<file path="src/rtl/fetch_unit_pkg.sv">
// Shared types and constants for the instruction fetch stage and its buffer.
package fetch_unit_pkg;

  localparam logic [31:0] RESET_PC_DEFAULT = 32'h0000_0000;
  localparam int unsigned INSTR_BYTES      = 4;
  // Dropped responses can pile up across several redirects, so this is kept wide.
  localparam int unsigned DISCARD_W        = 16;

  typedef struct packed {
    logic [31:0] instr;
    logic [31:0] pc;
  } fetch_entry_t;

  function automatic logic [31:0] next_pc(input logic [31:0] pc);
    return pc + 32'(INSTR_BYTES);
  endfunction

endpackage

</file>
<file path="src/rtl/fetch_fifo.sv">
// In-order instruction buffer between the memory response path and decode.
// Pointers wrap modulo DEPTH; flush empties the buffer without touching storage.
module fetch_fifo
  import fetch_unit_pkg::*;
#(
  parameter int unsigned DEPTH = 2
) (
  input  logic                         clk,
  input  logic                         rst,
  input  logic                         flush,
  input  logic                         push,
  input  fetch_entry_t                 push_data,
  input  logic                         pop,
  output fetch_entry_t                 head,
  output logic [$clog2(DEPTH):0]       count,
  output logic                         empty,
  output logic                         full
);

  localparam int unsigned AW = $clog2(DEPTH);
  localparam int unsigned CW = AW + 1;

  fetch_entry_t   mem_r [DEPTH];
  logic [AW-1:0]  wr_ptr_r;
  logic [AW-1:0]  rd_ptr_r;
  logic [CW-1:0]  count_r;
  logic           do_push_s;
  logic           do_pop_s;

  // Qualify the requests against occupancy and expose status.
  always_comb begin
    empty     = (count_r == '0);
    full      = (count_r == CW'(DEPTH));
    do_push_s = push & ~full;
    do_pop_s  = pop & ~empty;
    head      = mem_r[rd_ptr_r];
    count     = count_r;
  end

  // Pointer and occupancy bookkeeping.
  always_ff @(posedge clk) begin
    if (rst || flush) begin
      wr_ptr_r <= '0;
      rd_ptr_r <= '0;
      count_r  <= '0;
    end else begin
      if (do_push_s) begin
        wr_ptr_r <= wr_ptr_r + AW'(1);
      end
      if (do_pop_s) begin
        rd_ptr_r <= rd_ptr_r + AW'(1);
      end
      count_r <= count_r + CW'(do_push_s) - CW'(do_pop_s);
    end
  end

  // Entry storage.
  always_ff @(posedge clk) begin
    if (rst) begin
      for (int i = 0; i < int'(DEPTH); i++) begin
        mem_r[i] <= '0;
      end
    end else if (do_push_s) begin
      mem_r[wr_ptr_r] <= push_data;
    end
  end

endmodule

</file>
<file path="src/rtl/fetch_unit.sv">
// Instruction fetch stage: PC, credit-limited memory requests, response buffer, redirects.
// Optional FETCH_MISALIGN_CHECK_EN adds o_misaligned and blocks fetch after an unaligned redirect.
module fetch_unit
  import fetch_unit_pkg::*;
#(
  parameter logic [31:0] RESET_PC   = RESET_PC_DEFAULT,
  parameter int unsigned FIFO_DEPTH = 2
) (
  input  logic        clk,
  input  logic        rst,
  input  logic        clk_en,
  output logic        o_imem_req,
  output logic [31:0] o_imem_addr,
  input  logic        i_imem_gnt,
  input  logic        i_imem_rvalid,
  input  logic [31:0] i_imem_rdata,
  input  logic        i_redirect,
  input  logic [31:0] i_redirect_pc,
  output logic [31:0] o_instruction,
  output logic [31:0] o_pc,
  output logic        o_valid,
  input  logic        i_ready
`ifdef FETCH_MISALIGN_CHECK_EN
  ,
  output logic        o_misaligned
`endif
);

  localparam int unsigned       CNT_W   = $clog2(FIFO_DEPTH) + 1;
  localparam logic [CNT_W:0]    DEPTH_C = (CNT_W + 1)'(FIFO_DEPTH);

  logic [31:0]          pc_r;
  logic [CNT_W-1:0]     outstanding_r;
  logic [DISCARD_W-1:0] discard_r;

  logic [CNT_W-1:0]     fifo_count_s;
  logic                 fifo_empty_s;
  logic                 fifo_full_s;
  fetch_entry_t         head_s;
  fetch_entry_t         push_entry_s;
  logic [CNT_W:0]       inflight_s;
  logic                 credit_ok_s;
  logic                 block_s;
  logic                 issue_s;
  logic                 rsp_keep_s;
  logic                 rsp_drop_s;
  logic                 push_s;
  logic                 pop_s;
  logic                 flush_s;
  logic [31:0]          redirect_target_s;

`ifdef FETCH_MISALIGN_CHECK_EN
  logic misaligned_r;

  assign redirect_target_s = i_redirect_pc;
  assign block_s           = misaligned_r;
  assign o_misaligned      = misaligned_r;

  // Sticky flag: set by an unaligned redirect, cleared only by an aligned one.
  always_ff @(posedge clk) begin
    if (rst) begin
      misaligned_r <= 1'b0;
    end else if (clk_en && i_redirect) begin
      misaligned_r <= (i_redirect_pc[1:0] != 2'b00);
    end
  end
`else
  assign redirect_target_s = i_redirect_pc & 32'hFFFF_FFFC;
  assign block_s           = 1'b0;
`endif

  // Credit check, handshake qualification and decode-facing outputs.
  always_comb begin
    inflight_s   = {1'b0, outstanding_r} + {1'b0, fifo_count_s};
    credit_ok_s  = (inflight_s < DEPTH_C);
    o_imem_req   = ~rst & clk_en & ~i_redirect & ~block_s & credit_ok_s;
    o_imem_addr  = pc_r;
    issue_s      = o_imem_req & i_imem_gnt;
    rsp_drop_s   = clk_en & i_imem_rvalid & (discard_r != '0);
    rsp_keep_s   = clk_en & ~i_redirect & i_imem_rvalid & (discard_r == '0);
    push_s       = rsp_keep_s & ~fifo_full_s;
    o_valid      = ~fifo_empty_s & ~block_s;
    pop_s        = clk_en & ~i_redirect & o_valid & i_ready;
    flush_s      = clk_en & i_redirect;
    // The oldest live request sits 'outstanding' words behind the current pc.
    push_entry_s.instr = i_imem_rdata;
    push_entry_s.pc    = pc_r - (32'(outstanding_r) << 2);
    o_instruction = o_valid ? head_s.instr : 32'h0000_0000;
    o_pc          = o_valid ? head_s.pc    : 32'h0000_0000;
  end

  // PC, live-request and drop counters; a redirect overrides issue and response.
  always_ff @(posedge clk) begin
    if (rst) begin
      pc_r          <= RESET_PC;
      outstanding_r <= '0;
      discard_r     <= '0;
    end else if (clk_en) begin
      if (i_redirect) begin
        pc_r          <= redirect_target_s;
        outstanding_r <= '0;
        discard_r     <= discard_r + DISCARD_W'(outstanding_r) - DISCARD_W'(i_imem_rvalid);
      end else begin
        if (issue_s) begin
          pc_r <= next_pc(pc_r);
        end
        outstanding_r <= outstanding_r + CNT_W'(issue_s) - CNT_W'(rsp_keep_s);
        discard_r     <= discard_r - DISCARD_W'(rsp_drop_s);
      end
    end
  end

  fetch_fifo #(
    .DEPTH (FIFO_DEPTH)
  ) u_fifo (
    .clk       (clk),
    .rst       (rst),
    .flush     (flush_s),
    .push      (push_s),
    .push_data (push_entry_s),
    .pop       (pop_s),
    .head      (head_s),
    .count     (fifo_count_s),
    .empty     (fifo_empty_s),
    .full      (fifo_full_s)
  );

endmodule

</file>
<file path="config.mk">
export PLATFORM = sky130hd
export DESIGN_NAME = fetch_unit
export DESIGN_NICKNAME = d
export VERILOG_FILES = /design/src/rtl/fetch_unit_pkg.sv /design/src/rtl/fetch_fifo.sv /design/src/rtl/fetch_unit.sv
export SDC_FILE = /design/constraint.sdc
export NUM_CORES = 1
export LEC_CHECK = 0
export BUFFER_PORTS_ARGS = -buffer_cell sky130_fd_sc_hd__buf_4
export CAP_MARGIN = 20
export CELL_PAD_IN_SITES_DETAIL_PLACEMENT = 0
export CELL_PAD_IN_SITES_GLOBAL_PLACEMENT = 2
export CORE_UTILIZATION = 38
export DETAILED_ROUTE_END_ITERATION = 16
export GPL_ROUTABILITY_DRIVEN = 0
export PLACE_DENSITY_LB_ADDON = 0.1
export SETUP_SLACK_MARGIN = 0.1
export SYNTH_ARGS = -nofsm -noshare
export SYNTH_HDL_FRONTEND = slang
export SYNTH_SLANG_ARGS = --single-unit
export TNS_END_PERCENT = 100
</file>
<file path="constraint.sdc">
create_clock -name clk -period 7.8 [get_ports clk]
set_clock_uncertainty 0.2 [all_clocks]
set_input_delay 0 -clock clk [delete_from_list [all_inputs] [get_ports clk]]
set_output_delay 0 -clock clk [all_outputs]
set_load 0.01 [all_outputs]
</file>
==> flow_summary.json, run 1 <==
{
  "via_per_inst": 5.126,
  "clockBufferDepth": 2,
  "r2r_slack_ns": 4.14,
  "cts_root_buf": "clkbuf_16",
  "antenna_found_initial": 0,
  "grtUsageTotal_pct": 19.89,
  "row_count": 60,
  "hp-start": "i_imem_rdata[15]",
  "final_area_um2": 13380,
  "cp-end-kind": "flip-flop",
  "final_cell_mix": "nor2_1, buf_4, edfxtp_1, dlygate4sd3_1, and2_1",
  "drc": 0,
  "cts_tree": "built",
  "period_share_pct": 46.90,
  "pin_count": 169,
  "route.antenna.remaining_nets": 0,
  "drt-initial-drc-count": 604,
  "syn_inst": 1104,
  "final_max_slew_viol_count": 0,
  "yosysSeqAreaShare_pct": 46.12,
  "arrival_ns": 3.72,
  "cts_inserted_buffers": 17,
  "max_stage_delay_ns": 0.71,
  "clk_pin_slew_ns": 0.08,
  "synth.area.top_cells": "edfxtp_1, dfxtp_1, nor2_1",
  "dp_hpwl_mm": 18.13,
  "required_ns": 7.87,
  "worstPathCellList": "inv_1 -> ha_1 -> nand4_1 -> nor3_1 -> nor2_1 -> ha_1 -> nor4bb_1 -> and3_1 -> a31oi_1 -> o21ai_0 -> o31ai_1 -> nor4b_1 -> a2111oi_0",
  "synth_largest_area_cell": "edfxtp_1",
  "synth_edf_count": 124,
  "grt_max_degree": 87,
  "layout.cells.most_common": "nor2_1",
  "fp.dieW_um": 167.2,
  "mappedNetlistArea_um2": 10370,
  "drive_above_1_share_pct": 16.96,
  "worstSkewPairLatency_ns": 0.44,
  "cap_violations": 0,
  "syn2layout_area_growth_pct": 28.99,
  "status": "completed",
  "start_util_pct": 38.60,
  "crit_slowest_cell": "nor4bb_1",
  "fin_nets": 1434,
  "post_cts_resized": 0,
  "place_inst": 1543,
  "finalSetupViolCount": 0,
  "synth-main-ff-cell": "edfxtp_1",
  "crit_start": "discard_r[8]",
  "overflow": 0,
  "dr.pass1.iters": 5,
  "dpl-instance-area_um2": 11820,
  "avgSynthCellArea_um2": 9.398,
  "stdcell_count": 1668,
  "coreArea_um2": 26880,
  "min_path_type": "in2reg",
  "die_y_um": 167.2,
  "worst_pin_slew_ns": 1.106,
  "rsz0062_at_grt": "no",
  "slew_headroom_pct": 26.28,
  "antenna_cells": 0,
  "max_freq_mhz": 273.3,
  "crit_top_cell": "ha_1",
  "die_area_um2": 27970,
  "path_max_fanout": 6,
  "path_buf_inv": 1,
  "vias": 8551,
  "clkSinkCount": 177,
  "routedWlPerCell_um": 16.71,
  "routed_wl_mm": 27.88,
  "p_per_area_nw_per_um2": 211.7,
  "peakVddDrop_v": 0.0001146,
  "htreeDepth": 4,
  "hold_viol": 0,
  "ys_warn_count": 0,
  "synthDistinctLibCells": 70,
  "layout_min_cycle_time_ns": 3.658,
  "path_class": "reg2reg",
  "crit_family": "simple AND/OR/NAND/NOR gates",
  "ys_ff_latch": 177,
  "power_mw": 2.834,
  "async_flop_share_pct": 0,
  "grt_pass1_vias": 8144,
  "yosysTopAreaCellShare_pct": 35.89,
  "final.hold.worst_slack_ns": 0.2027,
  "p_leak_nw": 5.170,
  "grt_first_pass_wirelength_mm": 43.53,
  "crit_path_start_kind": "flip-flop",
  "setup-tns-final_ns": 0,
  "port_buffers": 162,
  "reg2reg_from": "discard_r[8]"
}
## metal layers
metal / vias to the layer above / wire length, um / share of wire (%) / GRT usage, %
li1: 4297 / - / - / -
met1: 4059 / 13840 / 50 / 28.46
met2: 180 / 12700 / 46 / 31.58
met3: 15 / 1140 / 4.1 / 3.285
met4: 0 / 199 / 0.71 / 4.188
met5: - / 0 / 0 / 0
## power by group
| part | internal [mW] | switching [mW] | total, mW |
|---|---|---|---|
| clock network | 0.463 | 0.428 | 0.891 |
| registers | 1.06 | 0.0489 | 1.11 |
| logic | 0.364 | 0.467 | 0.831 |
## flip-flops by register name (all words and copies together) (netlist names), named ones only
| name | cells |
|---|---|
| u_fifo.mem_r | 124 |
| o_imem_addr | 30 |
| discard_r | 16 |
| outstanding_r | 2 |
| u_fifo.count | 2 |
| u_fifo.rd_ptr_r | 1 |
| u_fifo.wr_ptr_r | 1 |
## worst register-to-register path, cell delays in order, from the launching register on
cell and delay [ns]:
dfxtp_1 0.39, inv_1 0.12, ha_1 0.27, nand4_1 0.14
nor3_1 0.09, nor2_1 0.11, ha_1 0.23, nor4bb_1 0.71
and3_1 0.39, a31oi_1 0.11, o21ai_0 0.19, o31ai_1 0.12
nor4b_1 0.34, a2111oi_0 0.11
## path summary, 6_finish.rpt
path	cells after the start	endpoint
worst max-delay path	13	discard_r[13]
worst min-delay path	3	u_fifo.mem_r[1][47]
worst max register to register	13	discard_r[13]
worst min register to register	2	discard_r[0]
## repair_timing
item,in CTS,in global routing
hold buffers,92,0
buffers inserted,0,0
endpoints found under the hold margin,110,0
## cell families (layout without fill, tap and decap cells)
kind of cell,Yosys count,count (layout),share of synthesized area [%]
and+or+nand+nor,462,462,21.66
muxes,68,68,6.573
xor gates and xnor gates,42,42,3.546
DFF,177,177,46.12
buffers and inverters,124,344,4.727
other,1,4,0.03614
AOI/OAI and AO/OA,181,181,11.22
adders and majority gates,49,49,6.126
## metrics by stage
stage / setup slack, ns / util, %
2_1_floorplan: 2.984 / -
3_3_place_gp: 4.139 / 43.99
3_5_place_dp: 4.155 / 43.99
4_1_cts: 4.072 / 49.69
5_1_grt: 3.662 / 49.80
6_report: 4.142 / 49.80
## area by class of cell
type / instances / area [um2]
fill: 2552 / 13490
inverter: 47 / 176.4
clock buffer: 17 / 425.4
multi-input combinational: 806 / 5140
tap: 341 / 426.7
timing repair buffer: 265 / 2240
clock inverter: 15 / 186.4
sequential: 177 / 4788
## cell usage after synthesis (3+ instances only)
master      n
mux2i_1    67
a211oi_1   15
edfxtp_1  124
buf_1       6
o21ai_0    45
o31ai_1    11
nand3_1    28
nand2_1    52
nor4_1     10
a31oi_1     9
inv_1      47
o21bai_1    4
or3_1      11
and3_1     15
a22oi_1    14
fa_1        3
o22ai_1     5
nand3b_1    4
a21o_1      5
nand2b_1    9
xnor2_1    29
clkbuf_1   64
and2_1     69
xor2_1     13
a221oi_1    5
nor3_1     27
a21oi_1    43
nor2_1    204
or4_1       3
nor2b_1     3
buf_4       4
nand4_1     6
dfxtp_1    53
ha_1       46
or2_2       4
No activity file was read; power rests on OpenSTA's default activity.
==> run 2, diff against run 1 <==
--- a/config.mk
+++ b/config.mk
@@ -9,7 +9,7 @@
 export CAP_MARGIN = 20
 export CELL_PAD_IN_SITES_DETAIL_PLACEMENT = 0
 export CELL_PAD_IN_SITES_GLOBAL_PLACEMENT = 2
-export CORE_UTILIZATION = 38
+export CORE_UTILIZATION = 32
 export DETAILED_ROUTE_END_ITERATION = 16
 export GPL_ROUTABILITY_DRIVEN = 0
 export PLACE_DENSITY_LB_ADDON = 0.1
==> constraint.sdc (replaced) <==
create_clock -name clk -period 3.05 [get_ports clk]
set_clock_uncertainty 0.2 [all_clocks]
set_input_delay 0 -clock clk [delete_from_list [all_inputs] [get_ports clk]]
set_output_delay 0 -clock clk [all_outputs]
set_load 0.01 [all_outputs]
==> run 2 against run 1 <==
Fmax is 21% higher; highest routed layer unchanged; first-iteration DRC count is 29% lower; largest power group unchanged; clock power is 140% higher.
==> flow_summary.json, run 2 (synthesized netlist as in run 1, its figures left out) <==
{
  "cp-end-kind": "flip-flop",
  "cap_violations": 0,
  "final_max_slew_viol_count": 0,
  "grt_first_pass_wirelength_mm": 48.96,
  "die_area_um2": 33150,
  "antenna_found_initial": 0,
  "crit_path_start_kind": "flip-flop",
  "netSwitchingPower_mw": 2.519,
  "routed_wl_mm": 31.19,
  "preCtsSetupSlack_ns": -0.2522,
  "layout_min_cycle_time_ns": 3.016,
  "largest_register_ffs": 124,
  "pin_count": 169,
  "finalSetupViolCount": 0,
  "start_util_pct": 32.71,
  "port_buffers": 162,
  "seq_area_um2": 4800,
  "cts_root_buf": "clkbuf_16",
  "reg2reg_from": "discard_r[0]",
  "clockBufferDepth": 2,
  "via_per_inst": 4.934,
  "htreeDepth": 4,
  "clkSinkCount": 177,
  "p_leak_nw": 5.507,
  "hold_viol": 0,
  "drive_above_1_share_pct": 25.16,
  "clkPwrFrac_pct": 28.0,
  "fillCellCount": 3111,
  "drt-initial-drc-count": 431,
  "p_per_area_nw_per_um2": 549.5,
  "overflow": 0,
  "max_freq_mhz": 331.6,
  "multi_input_area_um2": 5343,
  "status": "completed",
  "path_class": "reg2reg",
  "syn2layout_area_growth_pct": 36.10,
  "routedWlPerCell_um": 17.40,
  "required_ns": 3.18,
  "cts_inserted_buffers": 17,
  "crit_start": "discard_r[0]",
  "die_y_um": 182.1,
  "seq_power_share_pct": 36.2,
  "internal_power_mw": 5.239,
  "worst_pin_slew_ns": 0.7422,
  "dpl-instance-area_um2": 12580,
  "grt_max_degree": 63,
  "dr.pass1.iters": 4,
  "layout.cells.most_common": "buf_4",
  "max_flop_register": "u_fifo.mem_r",
  "min_path_type": "in2reg",
  "worstSkewPairLatency_ns": 0.44,
  "dp_hpwl_mm": 21.30,
  "period_share_pct": 98.88,
  "cts_tree": "built",
  "antenna_cells": 0,
  "switching_share_pct": 32.47,
  "coreArea_um2": 31720,
  "setup_slack_ns": 0.03415,
  "clk_pin_slew_ns": 0.07,
  "fin_nets": 1499,
  "grtUsageTotal_pct": 19.19,
  "path_max_fanout": 2,
  "combPwrFrac_pct": 35.9,
  "row_count": 65,
  "final_cell_mix": "buf_4, nor2_1, edfxtp_1, and2_1, dlygate4sd3_1",
  "vias": 8847,
  "final_area_um2": 14120,
  "slew_headroom_pct": 50.52,
  "fp.dieW_um": 182.1,
  "hp-start": "i_redirect_pc[30]",
  "peakVddDrop_v": 0.0004018,
  "grt_pass1_vias": 8668,
  "arrival_ns": 3.14,
  "rsz0062_at_grt": "yes",
  "drc": 0,
  "route.antenna.remaining_nets": 0
}
## run 2: cell types whose count changed in the layout (fill, tap and decap cells not counted), moves of 4 or more
| cell | change |
|---|---|
| ha_2 | +4 |
| dfxtp_2 | +9 |
| inv_8 | -5 |
| nor3_1 | -4 |
| dfxtp_1 | -9 |
| buf_4 | +82 |
| buf_12 | +6 |
| dlygate4sd3_1 | -23 |
| ha_1 | -7 |
## run 2: critical path, cell delays in order, from the launching register on
cell and delay (ns):
dfxtp_2 0.34, inv_2 0.05, ha_4 0.22, inv_4 0.05
ha_4 0.12, inv_2 0.04, fa_2 0.35, nand2b_4 0.17
a221oi_4 0.28, o31a_1 0.21, nor3_4 0.06, o41ai_2 0.34
buf_4 0.18, nor4_2 0.03, a221o_1 0.27
## run 2: metal layers
layer | part of all wire [%] | global-route usage [%] | wire, um
met1 | 50 | 26.96 | 15490
met2 | 46 | 30.77 | 14260
met3 | 3.0 | 2.574 | 950
met4 | 1.6 | 5.479 | 490
met5 | 0 | 0 | 0
## run 2: path summary, 6_finish.rpt
check                                       end  slack (ns)  cells after the start
worst max-delay path              discard_r[14]        0.03                     14
worst min-delay path            o_imem_addr[30]        0.19                      4
worst max register to register    discard_r[14]        0.03                     14
worst min register to register        flip-flop        0.34                      2
## run 2: per-stage QoR
stage | utilization, % | total power [mW] | setup TNS (ns) | hold WS (ns) | std cells
6_report | 44.52 | 7.758 | 0 | 0.1876 | 1793
3_3_place_gp | 39.65 | 5.332 | -0.1773 | 0.07360 | 1682
4_1_cts | 43.97 | 7.689 | 0 | 0.1427 | 1784
5_1_grt | 44.52 | 8.227 | -0.06522 | 0.1817 | 1793
3_5_place_dp | 39.65 | 5.320 | -0.4074 | 0.08426 | 1682
2_1_floorplan | - | 4.369 | -27.87 | -0.03176 | 1107
## run 2: power groups by stage
stage	clock network, mW	logic, mW	registers [mW]
global placement	0	2.48	2.85
finish	2.17	2.78	2.81
detailed placement	0	2.47	2.85
global route	2.32	3.08	2.82
floorplan	0	1.51	2.86
CTS	2.23	2.66	2.80
## run 2: timing repair
item                                   in CTS  in global routing
pin swaps                                   8                 21
buffers inserted                            1                  9
setup endpoints to repair                   7                 20
endpoints found under the hold margin     115                  0
gates resized for setup                    20                 30
hold buffers                               70                  0
## run 2: cell type report
| cell class | instances | share of cell area (%) |
|---|---|---|
| clock buffers | 17 | 3.013 |
| flip-flops and latches | 177 | 33.99 |
| multi-input cells | 806 | 37.84 |
| repair buffers | 330 | 19.34 |
| inverters | 47 | 1.267 |
| clock inverters | 14 | 0.9925 |
| well taps | 402 | 3.562 |
==> run 3, diff against run 2 <==
--- a/config.mk
+++ b/config.mk
@@ -9,11 +9,13 @@
 export CAP_MARGIN = 20
 export CELL_PAD_IN_SITES_DETAIL_PLACEMENT = 0
 export CELL_PAD_IN_SITES_GLOBAL_PLACEMENT = 2
+export CORE_ASPECT_RATIO = 1.25
 export CORE_UTILIZATION = 32
 export DETAILED_ROUTE_END_ITERATION = 16
 export GPL_ROUTABILITY_DRIVEN = 0
 export PLACE_DENSITY_LB_ADDON = 0.1
 export SETUP_SLACK_MARGIN = 0.1
+export SLEW_MARGIN = 20
 export SYNTH_ARGS = -nofsm -noshare
 export SYNTH_HDL_FRONTEND = slang
 export SYNTH_SLANG_ARGS = --single-unit
==> run 3 against run 2 <==
Register-to-register slack improved by 0.07 ns; largest power group unchanged; the flow now finishes with violations (hold timing); sequential cell count unchanged; highest routed layer unchanged; power increased by 0.66%; global-route usage decreased by 0.68 points; fmax increased by 2.3%.
==> flow_summary.json, run 3 (synthesized netlist as in run 1, its figures left out) <==
{
  "drt-initial-drc-count": 433,
  "final_area_um2": 14150,
  "setup-tns-final_ns": 0,
  "switching_share_pct": 32.54,
  "cts_inserted_buffers": 17,
  "combPwrFrac_pct": 35.8,
  "routedWlPerCell_um": 16.89,
  "drc": 0,
  "p_leak_nw": 5.498,
  "finalSetupViolCount": 0,
  "clkPwrFrac_pct": 28.3,
  "drive_above_1_share_pct": 25.16,
  "clockBufferDepth": 2,
  "cts_root_buf": "clkbuf_16",
  "overflow": 0,
  "status": "finished, violations left",
  "port_buffers": 162,
  "power_mw": 7.810,
  "via_per_inst": 4.919,
  "final.hold.worst_slack_ns": -0.2804,
  "cp-end-kind": "flip-flop",
  "cts_tree": "built",
  "hold_viol": 6,
  "clkSinkCount": 177,
  "dr.pass1.iters": 5,
  "vias": 8849,
  "coreArea_um2": 31880,
  "pin_count": 169,
  "arrival_ns": 3.08,
  "layout_min_cycle_time_ns": 2.947,
  "clk_pin_slew_ns": 0.08,
  "final_max_slew_viol_count": 0,
  "worst_pin_slew_ns": 0.8934,
  "p_per_area_nw_per_um2": 552.1,
  "grt_max_degree": 83,
  "period_share_pct": 96.62,
  "htreeDepth": 4,
  "seq_power_share_pct": 36.0,
  "min_path_type": "in2reg",
  "antenna_found_initial": 0,
  "max_freq_mhz": 339.3,
  "rsz0062_at_grt": "yes",
  "dp_hpwl_mm": 20.95,
  "path_class": "reg2reg",
  "postCtsHoldBufs": 67,
  "path_max_fanout": 2,
  "dpl-instance-area_um2": 12610,
  "fin_nets": 1495,
  "slew_headroom_pct": 40.44,
  "max_flop_register": "u_fifo.mem_r",
  "cap_violations": 0,
  "internal_power_mw": 5.269,
  "route.antenna.remaining_nets": 0,
  "final_util_pct": 44.38,
  "fp.dieW_um": 163.1,
  "peakVddDrop_v": 0.0003011,
  "final_cell_mix": "buf_4, nor2_1, edfxtp_1, and2_1",
  "worstSkewPairLatency_ns": 0.44,
  "antenna_cells": 0,
  "grt_first_pass_wirelength_mm": 47.47,
  "start_util_pct": 32.55,
  "grt_pass1_vias": 8647,
  "die_y_um": 203.3,
  "required_ns": 3.18,
  "routed_wl_mm": 30.38,
  "largest_register_ffs": 124,
  "die_area_um2": 33150,
  "crit_path_start_kind": "flip-flop",
  "violations": "hold timing",
  "grtUsageTotal_pct": 18.50,
  "row_count": 73,
  "syn2layout_area_growth_pct": 36.35,
  "netSwitchingPower_mw": 2.541,
  "layout.cells.most_common": "buf_4"
}
==> run 3: changes by cell type in the layout (fill, tap and decap cells not counted), sizes merged <==
cell,change
dlygate4sd3,-2
dlymetal6s4s,-1
clkbuf,+1
clkinv,-3
inv,+2
buf,-1
==> run 3: power by group through the flow <==
stage | logic (mW) | clock network (mW) | registers (mW)
global placement | 2.47 | 0 | 2.85
CTS | 2.57 | 2.26 | 2.80
finish | 2.79 | 2.21 | 2.81
detailed placement | 2.44 | 0 | 2.86
floorplan | 1.51 | 0 | 2.86
global route | 3.07 | 2.35 | 2.83
==> run 3: final timing paths <==
path / startpoint / to / slack, ns / cells after the start
worst max-delay path: discard_r[0] / discard_r[14] / 0.10 / 14
worst min register to register: discard_r[5] / discard_r[5] / 0.30 / 2
worst min-delay path: rst / o_imem_addr[13] / -0.28 / 2
worst max register to register: discard_r[0] / discard_r[14] / 0.10 / 14
==> run 3: through the flow <==
step	worst slack, ns	instances
2_1_floorplan	-0.4495	1107
3_3_place_gp	-0.07622	1691
3_5_place_dp	-0.08127	1691
4_1_cts	0.04604	1789
5_1_grt	-0.006189	1799
6_report	0.1031	1799
==> run 3: final cells by class <==
type,instances,area (um2)
inverters,47,176.4
flip-flops and latches,177,4796
repair buffers,326,2731
multi-input cells,806,5345
clock inverters,13,152.6
clock buffers,18,429.2
fillers,3122,17730
well taps,412,515.5
==> run 3: layer usage <==
metal  part of all wire [%]  GRT usage, %  vias to the layer above
met2                     49         31.20                      164
met1                     46         24.76                     4241
met3                    3.1         2.481                       28
met4                    1.4         4.773                        0
li1                       -             -                     4416
met5                      0             0                        -
==> run 3: timing repair <==
| item | in CTS | in global routing |
|---|---|---|
| gates resized for setup | 9 | 44 |
| endpoints found under the setup margin | 5 | 18 |
| pin swaps | 2 | 23 |
| hold endpoints to repair | 108 | 6 |
| buffers inserted | 0 | 10 |
==> run 3: critical path, cell delays in order (launching register included) <==
cell	delay [ns]
dfxtp_2	0.33
inv_2	0.07
ha_4	0.20
inv_2	0.06
ha_4	0.13
inv_2	0.04
fa_2	0.36
nand2b_4	0.16
a221oi_4	0.27
o31a_1	0.22
nor3_4	0.07
o41ai_2	0.28
buf_4	0.16
nor4_1	0.04
a221o_1	0.27
